<file path="src/rtl/synth_pkg.sv">
// Shared definitions for the synth voice blocks.
// Holds the envelope state encoding and the common level/sample widths.
package synth_pkg;

   localparam int LEVEL_W  = 8;
   localparam int SAMPLE_W = 8;

   typedef enum logic [2:0] {
      IDLE,
      ATTACK,
      DECAY,
      SUSTAIN,
      RELEASE
   } env_state_t;

endpackage

</file>
<file path="src/rtl/env_tick_gen.sv">
// Envelope tick prescaler.
// Ports:
//   clk   - single clock
//   reset - synchronous active-high reset, clears the counter
//   tick  - one-cycle pulse every TICK_DIV clk cycles
// The counter runs 0..TICK_DIV-1 and tick is high while it sits on the last value.
module env_tick_gen #(
   parameter int unsigned TICK_DIV = 156250
) (
   input  logic clk,
   input  logic reset,
   output logic tick
);

   localparam int CW = $clog2(TICK_DIV);
   localparam logic [CW-1:0] LAST = CW'(TICK_DIV - 1);

   logic [CW-1:0] count;

   assign tick = (count == LAST);

   // Free-running divider; wraps to zero on the same edge that ends the tick cycle.
   always_ff @(posedge clk) begin
      if (reset) begin
         count <= '0;
      end else if (tick) begin
         count <= '0;
      end else begin
         count <= count + 1'b1;
      end
   end

endmodule

</file>
<file path="src/rtl/note_envelope.sv">
// ADSR-style envelope applied to an unsigned note sample.
// Ports:
//   clk, reset    - clock and synchronous active-high reset
//   gate          - key held (1) / released (0)
//   sample_in     - unsigned note sample, qualified by sample_valid
//   sample_out    - sample scaled by the current level, qualified by out_valid
//   level         - current envelope level
//   active        - high whenever the envelope is not IDLE
module note_envelope
   import synth_pkg::*;
#(
   parameter int unsigned TICK_DIV      = 156250,
   parameter int unsigned ATTACK_STEP   = 8,
   parameter int unsigned DECAY_STEP    = 2,
   parameter int unsigned SUSTAIN_LEVEL = 192,
   parameter int unsigned RELEASE_STEP  = 1
) (
   input  logic                clk,
   input  logic                reset,
   input  logic                gate,
   input  logic [SAMPLE_W-1:0] sample_in,
   input  logic                sample_valid,
   output logic [SAMPLE_W-1:0] sample_out,
   output logic                out_valid,
   output logic [LEVEL_W-1:0]  level,
   output logic                active
);

   localparam logic [8:0] ATK9 = 9'(ATTACK_STEP);
   localparam logic [8:0] DEC9 = 9'(DECAY_STEP);
   localparam logic [8:0] SUS9 = 9'(SUSTAIN_LEVEL);
   localparam logic [7:0] SUS8 = 8'(SUSTAIN_LEVEL);
   localparam logic [7:0] DEC8 = 8'(DECAY_STEP);
   localparam logic signed [8:0] REL9 = 9'(RELEASE_STEP);

   env_state_t        state, next_state;
   logic [7:0]        next_level;
   logic              gate_d;
   logic              rise;
   logic              tick;
   logic [8:0]        atk_sum;
   logic signed [8:0] rel_diff;
   logic [15:0]       product;

   env_tick_gen #(.TICK_DIV(TICK_DIV)) u_tick (
      .clk   (clk),
      .reset (reset),
      .tick  (tick)
   );

   assign rise     = gate & ~gate_d;
   assign active   = (state != IDLE);
   assign atk_sum  = {1'b0, level} + ATK9;
   assign rel_diff = $signed({1'b0, level}) - REL9;
   // level+1 reaches 256 at full scale, so the product still fits in 16 bits.
   assign product  = 16'(sample_in) * (16'(level) + 16'd1);

   // State, level and gate history registers.
   always_ff @(posedge clk) begin
      if (reset) begin
         state  <= IDLE;
         level  <= '0;
         gate_d <= 1'b0;
      end else begin
         state  <= next_state;
         level  <= next_level;
         gate_d <= gate;
      end
   end

   // Next-state logic; gate events take precedence over a coincident tick.
   always_comb begin
      next_state = state;
      next_level = level;
      if (rise) begin
         next_state = ATTACK;
      end else begin
         case (state)
            IDLE: begin
               next_level = '0;
            end
            ATTACK: begin
               if (!gate) begin
                  next_state = RELEASE;
               end else if (tick) begin
                  if (atk_sum >= 9'd255) begin
                     next_level = 8'd255;
                     next_state = DECAY;
                  end else begin
                     next_level = atk_sum[7:0];
                  end
               end
            end
            DECAY: begin
               if (!gate) begin
                  next_state = RELEASE;
               end else if (tick) begin
                  // Clamp when the step would land on or below the sustain level.
                  if ({1'b0, level} <= SUS9 + DEC9) begin
                     next_level = SUS8;
                     next_state = SUSTAIN;
                  end else begin
                     next_level = level - DEC8;
                  end
               end
            end
            SUSTAIN: begin
               if (!gate) begin
                  next_state = RELEASE;
               end
            end
            RELEASE: begin
               if (tick) begin
                  if (rel_diff <= 9'sd0) begin
                     next_level = '0;
                     next_state = IDLE;
                  end else begin
                     next_level = rel_diff[7:0];
                  end
               end
            end
            default: begin
               next_state = IDLE;
               next_level = '0;
            end
         endcase
      end
   end

   // Output sample register; scaling uses the level from before this edge's update.
   always_ff @(posedge clk) begin
      if (reset) begin
         sample_out <= '0;
         out_valid  <= 1'b0;
      end else begin
         out_valid <= sample_valid;
         if (sample_valid) begin
            sample_out <= (level == '0) ? '0 : 8'(product >> 8);
         end
      end
   end

endmodule

</file>
<file path="config.mk">
export PLATFORM = sky130hd
export DESIGN_NAME = note_envelope
export DESIGN_NICKNAME = d
export VERILOG_FILES = /design/src/rtl/synth_pkg.sv /design/src/rtl/env_tick_gen.sv /design/src/rtl/note_envelope.sv
export SDC_FILE = /design/constraint.sdc
export NUM_CORES = 1
export LEC_CHECK = 0
export CAP_MARGIN = 20
export CORE_UTILIZATION = 56
export CTS_BUF_LIST = sky130_fd_sc_hd__clkbuf_2
export DETAILED_ROUTE_END_ITERATION = 8
export PLACE_DENSITY = 0.73
export SETUP_SLACK_MARGIN = 0.4
export SLEW_MARGIN = 20
export SYNTH_ARGS = -nofsm -noshare
export SYNTH_HDL_FRONTEND = slang
export SYNTH_SLANG_ARGS = --single-unit
</file>
<file path="constraint.sdc">
create_clock -name clk -period 7.01 [get_ports clk]
set_input_delay 0.701 -clock clk [delete_from_list [all_inputs] [get_ports clk]]
set_output_delay 0.701 -clock clk [all_outputs]
set_load 0.05 [all_outputs]
</file>
==> summary.txt <==
Run status
  • Status: finished, final reports clean

Routing
  • # DRC: 0
  • Drt total wl: 9960 microns
  • Vias per cell: 5.73
  • DRT Pass-1 Iters: 4
  • Vias: 3733
  • Initial drt markers: 165
  • Post-route ant nets: 0
  • Wire length per cell: 15.3 microns

Critical path
  • Crit path capture type: flip-flop
  • Most common cell on crit path: fa_1
  • Setup slack, reg-to-reg: 1.22 ns
  • Nature of the critical path startpoint: flip-flop
  • Setup CP Type: reg2reg
  • CP max stage delay: 0.76 ns
  • Required @ worst endpoint: 7.37 ns
  • WP data arrival: 6.15 ns
  • Worst Path Buf+Inv: 2
  • R2R Path Start: level[0]$_SDFFE_PP0P_
  • Worst r2r path cells: 17
  • Slowest cell on the critical path: nor3_1
  • Reg-to-Reg End: sample_out[7]$_SDFFE_PP0P_
  • Worst-path fanout max: 16
  • Worst path cell trace: ha_1, nand2_1, nor3_1, and2_1, fa_1, fa_1, fa_1, inv_1, fa_1, inv_1, ha_1, a21o_1, a211oi_1, o211ai_1, a31oi_1, xnor2_1, a22o_1
  • CP delay by family, top: adder cells

STA
  • Slew Viols, Final: 0
  • Worst-margin pin slew: 0.967 ns
  • RSZ-0062 raised after global routing: no
  • Final Skew: 0.0370 ns
  • Peak Freq: 0.173 GHz
  • Fin. Hold Viols: 0
  • Final setup TNS: 0 ns
  • Final critical-path share of the clock period: 82.6%
  • Tmin final: 5.79 ns
  • Max_slew headroom: 35.0%
  • Setup-failing EPs final: 0
  • Post-route setup slack: 1.22 ns

Clock tree
  • Clock Path Buffers: 2
  • Clock sinks: 39
  • Clock transition at the registers of the reported paths: 0.26 ns
  • CTS tree: done
  • Clk_lat worst skew: 0.42 ns
  • Buffer count from post-CTS setup fixing: 0
  • H-tree depth: 2
  • Root Buffer: clkbuf_2
  • Post-CTS sizing: 0
  • Hold buffers post-CTS: 0
  • Total CTS buffers: 5

Synthesis
  • Sequential fraction of the synthesis area: 17.3%
  • Yosys warning total: 0
  • Post-synthesis mux area share: 0.444%
  • Count of state elements after synthesis: 39
  • Synth cell count leaders: inv_1 (60), ha_1 (46), nor2_1 (42), nor2b_1 (41), fa_1 (40)
  • Library cells used by synthesis: 61
  • Largest cells by area after synthesis: fa_1 (18%), dfxtp_1 (17%), ha_1 (13%)
  • Count leader, synth: inv_1
  • Synth Area in Adders: 30.7%
  • Syn avg cell area: 8.59 sq um
  • Synth top area share: 17.8%
  • Cell taking the most area after synthesis: fa_1
  • XOR/XNOR Fraction of Synth Area: 7.38%
  • Async SR Flop Fraction: 0%
  • Post-Syn Nets: 623
  • Synth Instances: 525
  • Primary FF master, synth: dfxtp_1
  • EDFF count, synth: 0
  • Post-synthesis simple-gate area fraction: 24.0%
  • Largest family of logic cells by synthesized area: adder cells
  • Synthesized area: 0.00451 sq mm
  • Compound-cell area share of the yosys netlist: 13.8%

Min path
  • Hold Crit Depth: 1
  • Hold Path End: u_tick.count[0]$_SDFF_PP0_
  • Min-delay src: u_tick.count[0]$_SDFF_PP0_
  • Hold Path Class: reg2reg

Global route
  • Overflow after GRT: 0
  • Initial antenna violation count: 0
  • Vias in the first global route: 3699
  • First-pass GRT wire length: 17400 microns
  • Largest net degree at the start of global routing: 19
  • Total track usage: 25.6%

Flow run
  • Max-Cap Viols: 0

Cells and area
  • Core Util, Final: 63.9%
  • Antenna cells: 0
  • Share of layout cells above drive strength 1: 3.28%
  • Post-route cell area: 0.00496 sq mm
  • Nets: 646
  • Area added between synthesis and finish: 10.0%
  • Non-filler cells, final: 651

Power and ir drop
  • Peak supply drop: 0.138 mV
  • Leak Pwr: 2.21 nW
  • Power Density: 94.6 mW/mm^2

Placed design
  • Dpl hpwl: 7790 microns
  • Placed insts: 643
  • DP Worst Slack: 1.27 ns
  • Post-placement cell area: 0.00487 sq mm
  • Input/output buffers: 29
  • Routability cong.: 0.937

Floorplan
  • Die width: 91.7 microns
  • Die span in y: 91.7 microns
  • Ports: 30
  • Area of the core: 0.00777 sq mm
  • Overall die area: 0.00842 sq mm
  • Initial Util: 58.1%
  • Core Rows: 32
==> cell usage in the layout (no fill, tap or decap), types with 3 or more instances in the layout <==
cell / instances
clkdlybuf4s50_1: 29
nand3_1: 17
a31oi_1: 8
and2_1: 19
a21o_1: 4
a221oi_1: 3
dfxtp_1: 39
xnor2_1: 21
nand2b_1: 15
nand4b_1: 3
xor2_1: 17
clkbuf_2: 5
nor2_1: 42
a22o_1: 12
a21oi_1: 10
and3_1: 3
nand2_1: 30
inv_1: 60
o22ai_1: 4
nand4_1: 6
nor3_1: 9
o21ai_0: 12
o211ai_1: 5
a211oi_1: 3
ha_1: 46
nor2b_1: 41
fa_1: 40
==> through the flow <==
step	hold WS (ns)	total power, mW
final	0.507	0.469
after global routing	0.530	0.491
after CTS	0.510	0.475
after detailed placement	0.466	0.285
after global placement	0.448	0.284
after floorplan	0.433	0.264
==> cell type report <==
type,count,area (sq um)
Fill cell,679,2810
Sequential cell,39,781
Multi-Input combinational cell,413,3440
Clock buffer,5,25.0
Inverter,60,225
Tap cell,102,128
Clock inverter,3,71.3
Timing Repair Buffer,29,290
==> cells by family after synthesis <==
group / after synthesis
compound gates: 85
buf+inv: 73
xor+xnor: 38
flops: 39
mux: 2
fa+ha+maj: 87
simple gates: 201
==> metal layers <==
| metal | up-vias | part of all wire (%) | track usage (%) |
|---|---|---|---|
| met4 | 0 | 1.7 | 6.51 |
| met5 | - | 0 | 0 |
| li1 | 1820 | - | - |
| met1 | 1821 | 44 | 33.9 |
| met2 | 81 | 50 | 44.4 |
| met3 | 11 | 3.9 | 3.23 |
==> sequential cells by signal, indices dropped and copies added (netlist names) <==
name	cells
out_valid	1
state	3
u_tick.count	18
level	8
gate_d	1
sample_out	8
==> power by group <==
part           internal, mW  total [mW]  switching (mW)
Clock                0.0984       0.188          0.0898
Combinational        0.0210      0.0517          0.0307
Sequential            0.225       0.229         0.00405
==> worst max-delay path by stage <==
stage / startpoint / to / slack, ns / cells past startpoint
global placement: level[0]$_SDFFE_PP0P_ / sample_out[7]$_SDFFE_PP0P_ / 1.35 / 17
detailed placement: level[0]$_SDFFE_PP0P_ / sample_out[7]$_SDFFE_PP0P_ / 1.27 / 17
finish: level[0]$_SDFFE_PP0P_ / sample_out[7]$_SDFFE_PP0P_ / 1.22 / 17
floorplan: level[0]$_SDFFE_PP0P_ / sample_out[4]$_SDFFE_PP0P_ / 1.78 / 17
CTS: level[0]$_SDFFE_PP0P_ / sample_out[7]$_SDFFE_PP0P_ / 1.29 / 17
global route: level[0]$_SDFFE_PP0P_ / sample_out[7]$_SDFFE_PP0P_ / 1.02 / 17
Note: power is estimated with default switching activity, not from simulation.
